**config.mk**
```make
export PLATFORM = sky130hd
export DESIGN_NAME = dram_arbiter
export DESIGN_NICKNAME = d
export VERILOG_FILES = /design/src/rtl/dram_arb_pkg.sv /design/src/rtl/dram_arb_rr.sv /design/src/rtl/dram_arbiter.sv
export SDC_FILE = /design/constraint.sdc
export NUM_CORES = 1
export LEC_CHECK = 0
export BUFFER_PORTS_ARGS = -buffer_cell sky130_fd_sc_hd__buf_2
export CORE_MARGIN = 5
export CORE_UTILIZATION = 48
export DETAILED_ROUTE_END_ITERATION = 7
export PLACE_DENSITY = 0.87
export SYNTH_ARGS = -nofsm -noshare
export SYNTH_HDL_FRONTEND = slang
export SYNTH_HIERARCHICAL = 1
export SYNTH_SLANG_ARGS = --single-unit
```
**constraint.sdc**
```tcl
create_clock -name clk -period 5.13 [get_ports clk]
set_clock_uncertainty 0.1 [all_clocks]
set_input_delay 0.513 -clock clk [delete_from_list [all_inputs] [get_ports clk]]
set_output_delay 0.513 -clock clk [all_outputs]
set_load 0.05 [all_outputs]
```
**src/rtl/dram_arb_pkg.sv**
```systemverilog
`default_nettype none
// ============================================================================
// Module      : dram_arb_pkg
// Description : Shared types and default widths for the SDRAM request arbiter.
// Revision    : 1.0 - initial release
// ============================================================================
package dram_arb_pkg;

    localparam int DRAM_ARB_DATA_WIDTH     = 32;
    localparam int DRAM_ARB_ADDR_WIDTH     = 22;
    localparam int DRAM_ARB_TIMEOUT_CYCLES = 1023;

    typedef enum logic [1:0] {
        IDLE    = 2'd0,
        ISSUE   = 2'd1,
        WAIT_RD = 2'd2,
        RESP    = 2'd3
    } state_e;

    typedef enum logic [1:0] {
        REQ_BOOT  = 2'd0,
        REQ_INSTR = 2'd1,
        REQ_DATA  = 2'd2
    } req_id_e;

endpackage
`default_nettype wire

```
**src/rtl/dram_arb_rr.sv**
```systemverilog
`default_nettype none
// ============================================================================
// Module      : dram_arb_rr
// Description : Two-way round-robin selector between instruction fetch and
//               data port. Holds the last-grant pointer (reset: instr, so data
//               wins the first tie). The pointer moves only on advance.
// Revision    : 1.0 - initial release
// ============================================================================
module dram_arb_rr
    import dram_arb_pkg::*;
(
    input  logic       clk,
    input  logic       rst,
    input  logic       instr_req,
    input  logic       data_req,
    input  logic       advance,
    output logic [1:0] grant_id
);

    logic    last_data_q;
    logic    last_data_d;
    req_id_e w_grant;

    // Pick the requester not granted last on a tie; a lone requester always wins.
    always_comb begin
        w_grant = REQ_INSTR;
        if (instr_req && data_req) begin
            w_grant = last_data_q ? REQ_INSTR : REQ_DATA;
        end else if (data_req) begin
            w_grant = REQ_DATA;
        end
        last_data_d = advance ? (w_grant == REQ_DATA) : last_data_q;
    end

    // Last-grant pointer register.
    always_ff @(posedge clk) begin
        if (rst) begin
            last_data_q <= 1'b0;
        end else begin
            last_data_q <= last_data_d;
        end
    end

    assign grant_id = w_grant;

endmodule
`default_nettype wire

```
**src/rtl/dram_arbiter.sv**
```systemverilog
`default_nettype none
// ============================================================================
// Module      : dram_arbiter
// Description : Shares one SDRAM controller request port between bootloader,
//               instruction fetch and data port. One transaction outstanding,
//               one-cycle registered acknowledge to the granted requester.
//               Optional watchdog compiled in with DRAM_ARB_TIMEOUT_EN.
// Revision    : 1.0 - initial release
// ============================================================================
module dram_arbiter
    import dram_arb_pkg::*;
#(
    parameter int DATA_WIDTH     = DRAM_ARB_DATA_WIDTH,
    parameter int ADDR_WIDTH     = DRAM_ARB_ADDR_WIDTH,
    parameter int TIMEOUT_CYCLES = DRAM_ARB_TIMEOUT_CYCLES
) (
    input  logic                  clk,
    input  logic                  rst,
    input  logic                  boot_mode,
    input  logic                  boot_req,
    input  logic [ADDR_WIDTH-1:0] boot_addr,
    input  logic [DATA_WIDTH-1:0] boot_wr_data,
    output logic                  boot_ack,
    input  logic                  instr_req,
    input  logic [ADDR_WIDTH-1:0] instr_addr,
    output logic                  instr_ack,
    output logic [DATA_WIDTH-1:0] instr_rd_data,
    input  logic                  data_req,
    input  logic                  data_we,
    input  logic [ADDR_WIDTH-1:0] data_addr,
    input  logic [DATA_WIDTH-1:0] data_wr_data,
    output logic                  data_ack,
    output logic [DATA_WIDTH-1:0] data_rd_data,
    output logic                  mem_req,
    output logic                  mem_we,
    output logic [ADDR_WIDTH-1:0] mem_addr,
    output logic [DATA_WIDTH-1:0] mem_wr_data,
    input  logic                  mem_accept,
    input  logic                  mem_rd_valid,
    input  logic [DATA_WIDTH-1:0] mem_rd_data,
    output logic                  err_timeout
);

    state_e                state_q, state_d;
    req_id_e               gnt_q, gnt_d;
    logic                  txn_we_q, txn_we_d;
    logic                  mem_req_q, mem_req_d;
    logic                  mem_we_q, mem_we_d;
    logic [ADDR_WIDTH-1:0] mem_addr_q, mem_addr_d;
    logic [DATA_WIDTH-1:0] mem_wr_data_q, mem_wr_data_d;
    logic                  boot_ack_q, boot_ack_d;
    logic                  instr_ack_q, instr_ack_d;
    logic                  data_ack_q, data_ack_d;
    logic [DATA_WIDTH-1:0] instr_rd_data_q, instr_rd_data_d;
    logic [DATA_WIDTH-1:0] data_rd_data_q, data_rd_data_d;

    logic                  w_start;
    req_id_e               w_win;
    logic                  w_rd_done;
    logic                  w_timeout;
    logic                  w_expired;
    logic [1:0]            w_rr_grant;
    logic [DATA_WIDTH-1:0] w_rd_value;

    dram_arb_rr u_rr (
        .clk       (clk),
        .rst       (rst),
        .instr_req (instr_req),
        .data_req  (data_req),
        .advance   (w_start && (w_win != REQ_BOOT)),
        .grant_id  (w_rr_grant)
    );

    // State register.
    always_ff @(posedge clk) begin
        if (rst) begin
            state_q <= IDLE;
        end else begin
            state_q <= state_d;
        end
    end

    // Next-state: arbitration in IDLE, completion/timeout tracking afterwards.
    always_comb begin
        state_d   = state_q;
        w_start   = 1'b0;
        w_win     = REQ_BOOT;
        w_rd_done = 1'b0;
        w_timeout = 1'b0;
        case (state_q)
            IDLE: begin
                if (boot_mode) begin
                    w_start = boot_req;
                end else if (instr_req || data_req) begin
                    w_start = 1'b1;
                    w_win   = req_id_e'(w_rr_grant);
                end
                if (w_start) state_d = ISSUE;
            end
            ISSUE: begin
                if (mem_accept) begin
                    state_d = txn_we_q ? RESP : WAIT_RD;
                end else if (w_expired) begin
                    state_d   = RESP;
                    w_timeout = 1'b1;
                end
            end
            WAIT_RD: begin
                if (mem_rd_valid) begin
                    state_d   = RESP;
                    w_rd_done = 1'b1;
                end else if (w_expired) begin
                    state_d   = RESP;
                    w_timeout = 1'b1;
                end
            end
            RESP:    state_d = IDLE;
            default: state_d = IDLE;
        endcase
    end

    // Timed-out reads return zero rather than stale controller data.
    assign w_rd_value = w_rd_done ? mem_rd_data : '0;

    // Output next-values: latch the winner's fields at grant, ack on RESP entry.
    always_comb begin
        gnt_d           = gnt_q;
        txn_we_d        = txn_we_q;
        mem_req_d       = mem_req_q;
        mem_we_d        = mem_we_q;
        mem_addr_d      = mem_addr_q;
        mem_wr_data_d   = mem_wr_data_q;
        boot_ack_d      = 1'b0;
        instr_ack_d     = 1'b0;
        data_ack_d      = 1'b0;
        instr_rd_data_d = instr_rd_data_q;
        data_rd_data_d  = data_rd_data_q;

        if (w_start) begin
            gnt_d     = w_win;
            mem_req_d = 1'b1;
            case (w_win)
                REQ_BOOT: begin
                    mem_we_d      = 1'b1;
                    mem_addr_d    = boot_addr;
                    mem_wr_data_d = boot_wr_data;
                end
                REQ_INSTR: begin
                    mem_we_d      = 1'b0;
                    mem_addr_d    = instr_addr;
                    mem_wr_data_d = '0;
                end
                default: begin
                    mem_we_d      = data_we;
                    mem_addr_d    = data_addr;
                    mem_wr_data_d = data_wr_data;
                end
            endcase
            txn_we_d = mem_we_d;
        end

        if ((state_q == ISSUE) && (state_d != ISSUE)) begin
            mem_req_d = 1'b0;
            mem_we_d  = 1'b0;
        end

        if ((state_d == RESP) && (state_q != RESP)) begin
            case (gnt_q)
                REQ_BOOT:  boot_ack_d = 1'b1;
                REQ_INSTR: begin
                    instr_ack_d = 1'b1;
                    if (!txn_we_q) instr_rd_data_d = w_rd_value;
                end
                default: begin
                    data_ack_d = 1'b1;
                    if (!txn_we_q) data_rd_data_d = w_rd_value;
                end
            endcase
        end
    end

    // Registered outputs and latched transaction fields.
    always_ff @(posedge clk) begin
        if (rst) begin
            gnt_q           <= REQ_BOOT;
            txn_we_q        <= 1'b0;
            mem_req_q       <= 1'b0;
            mem_we_q        <= 1'b0;
            mem_addr_q      <= '0;
            mem_wr_data_q   <= '0;
            boot_ack_q      <= 1'b0;
            instr_ack_q     <= 1'b0;
            data_ack_q      <= 1'b0;
            instr_rd_data_q <= '0;
            data_rd_data_q  <= '0;
        end else begin
            gnt_q           <= gnt_d;
            txn_we_q        <= txn_we_d;
            mem_req_q       <= mem_req_d;
            mem_we_q        <= mem_we_d;
            mem_addr_q      <= mem_addr_d;
            mem_wr_data_q   <= mem_wr_data_d;
            boot_ack_q      <= boot_ack_d;
            instr_ack_q     <= instr_ack_d;
            data_ack_q      <= data_ack_d;
            instr_rd_data_q <= instr_rd_data_d;
            data_rd_data_q  <= data_rd_data_d;
        end
    end

`ifdef DRAM_ARB_TIMEOUT_EN
    logic [31:0] tmo_cnt_q, tmo_cnt_d;
    logic        err_q, err_d;

    // Watchdog count restarts on every state change, runs while waiting on memory.
    always_comb begin
        tmo_cnt_d = tmo_cnt_q;
        if (state_d != state_q) begin
            tmo_cnt_d = '0;
        end else if ((state_q == ISSUE) || (state_q == WAIT_RD)) begin
            tmo_cnt_d = tmo_cnt_q + 32'd1;
        end
        err_d = err_q | w_timeout;
    end

    // Watchdog counter and sticky error flag.
    always_ff @(posedge clk) begin
        if (rst) begin
            tmo_cnt_q <= '0;
            err_q     <= 1'b0;
        end else begin
            tmo_cnt_q <= tmo_cnt_d;
            err_q     <= err_d;
        end
    end

    assign w_expired   = ((state_q == ISSUE) || (state_q == WAIT_RD)) &&
                         (tmo_cnt_q == 32'(TIMEOUT_CYCLES - 1));
    assign err_timeout = err_q;
`else
    logic w_unused_cfg;

    assign w_expired    = 1'b0;
    assign err_timeout  = 1'b0;
    assign w_unused_cfg = w_timeout | (TIMEOUT_CYCLES != 0);
`endif

    assign boot_ack      = boot_ack_q;
    assign instr_ack     = instr_ack_q;
    assign data_ack      = data_ack_q;
    assign instr_rd_data = instr_rd_data_q;
    assign data_rd_data  = data_rd_data_q;
    assign mem_req       = mem_req_q;
    assign mem_we        = mem_we_q;
    assign mem_addr      = mem_addr_q;
    assign mem_wr_data   = mem_wr_data_q;

endmodule
`default_nettype wire

```
==> impl_metrics.toml <==
[floorplanning]
row_count = 38
ios = 295
coreArea_um2 = 10900
die_h_um = 116
start_util = 0.493
die-area_um2 = 13400
die_w_um = 116

[synthesis]
synth_cell_types = 43
yosys.area_share.xor_xnor = 0
ys_seq_area_frac = 0.481
synth_top_family_by_area = "simple AND/OR/NAND/NOR gates"
synth_nets = 810
synth_warnings = 6
synth_simple_gate_area_frac = 0.247
synth_edf_count = 0
synthArstFlopShare = 0
synthAdderAreaFrac = 0
synth_compound_gate_area_share = 0.201
muxShareOfSynthArea = 0
ys.flop_type = "dfxtp_1"
syn-instance-count = 639
syn_avg_cell_area_um2 = 8.39
syn_area_um2 = 5360
synth.ff_latch_count = 129

[worst_setup_path]
crit_slowest_cell = "and3_2"
setup.worst_path.end_class = "flip-flop"
cp-start-kind = "flip-flop"
reg2reg_from = "state_q[1]"
worstRegToRegCells = 4
reg2reg_setup_slack_ns = 2.29
cp_max_fo = 58
critPathKind = "reg2reg"
crit_chain = "nor2_4 -> and3_2 -> nand2b_1 -> o31ai_2"
worst_ep_arrival_time_ns = 3.13
critPathTopFamily = "simple AND/OR/NAND/NOR gates"
crit_buf_inv = 0
r2r_end = "mem_addr[13]"
cp.required_ns = 5.42
max_stage_delay_ns = 0.89

[power]
p_total_w = 0.00281
powerDensity_nw_per_um2 = 385
ir_worst_vdd_uv = 207
p_leak_nw = 3.22

[finish]
fin_nets = 1064
antenna_cells = 0
syn2layout_area_growth_pct = 35.8
most-common-layout-cells = "buf_2, dfxtp_1, nand3_1"
num-fill-cells = 935
design_area_um2 = 7280
drive_above_1_share = 0.389
mostFrequentLayoutCell = "buf_2"
fin_util = 0.669

[placed_design]
post-place-ws_ns = 2.17
io_buffers = 293
place_area_um2 = 6710
dpl.hpwl_um = 12100
gp_congestion = 0.859

[min_path]
min-delay-start = "boot_wr_data[12]"
holdPathEnd = "mem_wr_data[12]"
hold_class = "in2reg"
whs_path_depth = 3

[global_route]
track_usage = 0.236
overflow = 0
grt_pass1_wl_um = 25600
grt_antenna_before_repair = 0
grt_max_degree = 100
grt_pass1_vias = 5277

[drt]
drt_iter0_markers = 596
totalWireLength_um = 17000
viasPerCell = 5.43
vias = 5674
post_drt_wl_per_cell_um = 16.2
drcViolationCount = 0
ant_nets = 0
dr.pass1.iters = 6

[clock_tree]
insertion_delay_ns = 0.49
ctsResizeCount = 0
clock_sink_count = 129
cts_tree = "built"
htreeDepth = 4
numCtsBuffers = 17
clockBufferDepth = 2
clkTransAtPathRegs_ns = 0.06
clockRootBuffer = "clkbuf_8"
ctsHoldBuffers = 0
cts_setup_buffers = 0

[sta]
setup_violations = 0
finalCriticalPeriod_ns = 2.84
max-slew-margin-rel = 0.243
rsz0062_at_grt = "no"
hold_viol = 0
clock.fmax_ghz = 0.352
tightest_slew_ns = 1.14
finalSetupTns_ns = 0
post-route-period-util = 0.554
maxSlewViolCount = 0
setup_slack_ns = 2.29

[status]
outcome = "finished, final reports clean"

[run]
cap_viol_max_count = 0
-- cells by family after synthesis --
| kind of cell | count (synthesis) |
|---|---|
| buf+inv | 67 |
| flops | 129 |
| compound gates | 169 |
| other cells | 1 |
| simple gates | 273 |
-- final cells by class --
cell class	instances	area, um^2	share of cell area
Timing Repair Buffer	298	1510	0.207
Sequential cell	129	2580	0.355
Clock inverter	12	134	0.0184
Clock buffer	19	442	0.0606
Multi-Input combinational cell	443	2430	0.334
Tap cell	140	175	0.0240
Inverter	4	15.0	0.00206
-- tightest hold or removal path: stages --
cell and delay (ns):
buf_2 0.10, nand3_1 0.05, a21oi_1 0.05
-- synthesized netlist by cell type (2+ instances only) --
cell / count / share of area
inv_2: 2 / 0.0014
nand2_1: 87 / 0.061
nand2b_1: 5 / 0.0058
and3_1: 2 / 0.0023
and2_1: 2 / 0.0023
or3_1: 3 / 0.0035
nand3b_1: 18 / 0.025
buf_6: 7 / 0.015
clkbuf_1: 16 / 0.011
a222oi_1: 3 / 0.0056
buf_4: 7 / 0.0098
o22ai_1: 18 / 0.021
a22oi_1: 14 / 0.020
o31ai_1: 9 / 0.013
dfxtp_1: 129 / 0.48
a31oi_1: 19 / 0.022
nand3_1: 118 / 0.11
nor3_2: 2 / 0.0037
nor3_1: 3 / 0.0028
and3b_1: 2 / 0.0033
o31ai_2: 9 / 0.021
buf_2: 33 / 0.031
inv_1: 2 / 0.0014
a21oi_1: 86 / 0.080
nor2_1: 25 / 0.017
-- sequential cells by signal, indices dropped and copies added (netlist names) --
signal            cells
u_rr/last_data_q      1
gnt_q                 2
instr_rd_data        32
boot_ack              1
instr_ack             1
state_q               2
mem_req               1
mem_addr             22
data_rd_data         32
txn_we_q              1
mem_wr_data          32
data_ack              1
mem_we                1
-- routing by layer --
layer / wire length, um / GRT usage
met2: 8330 / 0.412
met1: 6720 / 0.283
met5: 0 / 0
met3: 1590 / 0.0700
met4: 317 / 0.0673
-- how the worst max path moves through the flow --
stage                from      endpoint  slack [ns]  depth (start not counted)
5_1_grt        state_q[1]   mem_addr[7]        2.09                          4
3_3_place_gp    instr_req  mem_addr[17]        2.25                          5
2_1_floorplan    data_req  mem_addr[10]        3.24                          7
4_1_cts        state_q[1]  mem_addr[13]        2.30                          4
3_5_place_dp    instr_req  mem_addr[13]        2.17                          5
6_report       state_q[1]  mem_addr[13]        2.29                          4
-- stage by stage --
stage	hold WS, ns	instances
4_1_cts	0.142	1045
3_3_place_gp	0.340	1014
2_1_floorplan	0.319	639
3_5_place_dp	0.344	1014
5_1_grt	0.149	1045
6_report	0.164	1045
-- where the power goes --
group / switching, W / internal [W]
Clock: 0.000448 / 0.000717
Combinational: 0.000389 / 0.000158
Sequential: 0.0000343 / 0.00106
Total: 0.000872 / 0.00194
Note: power is estimated with default switching activity, not from simulation.
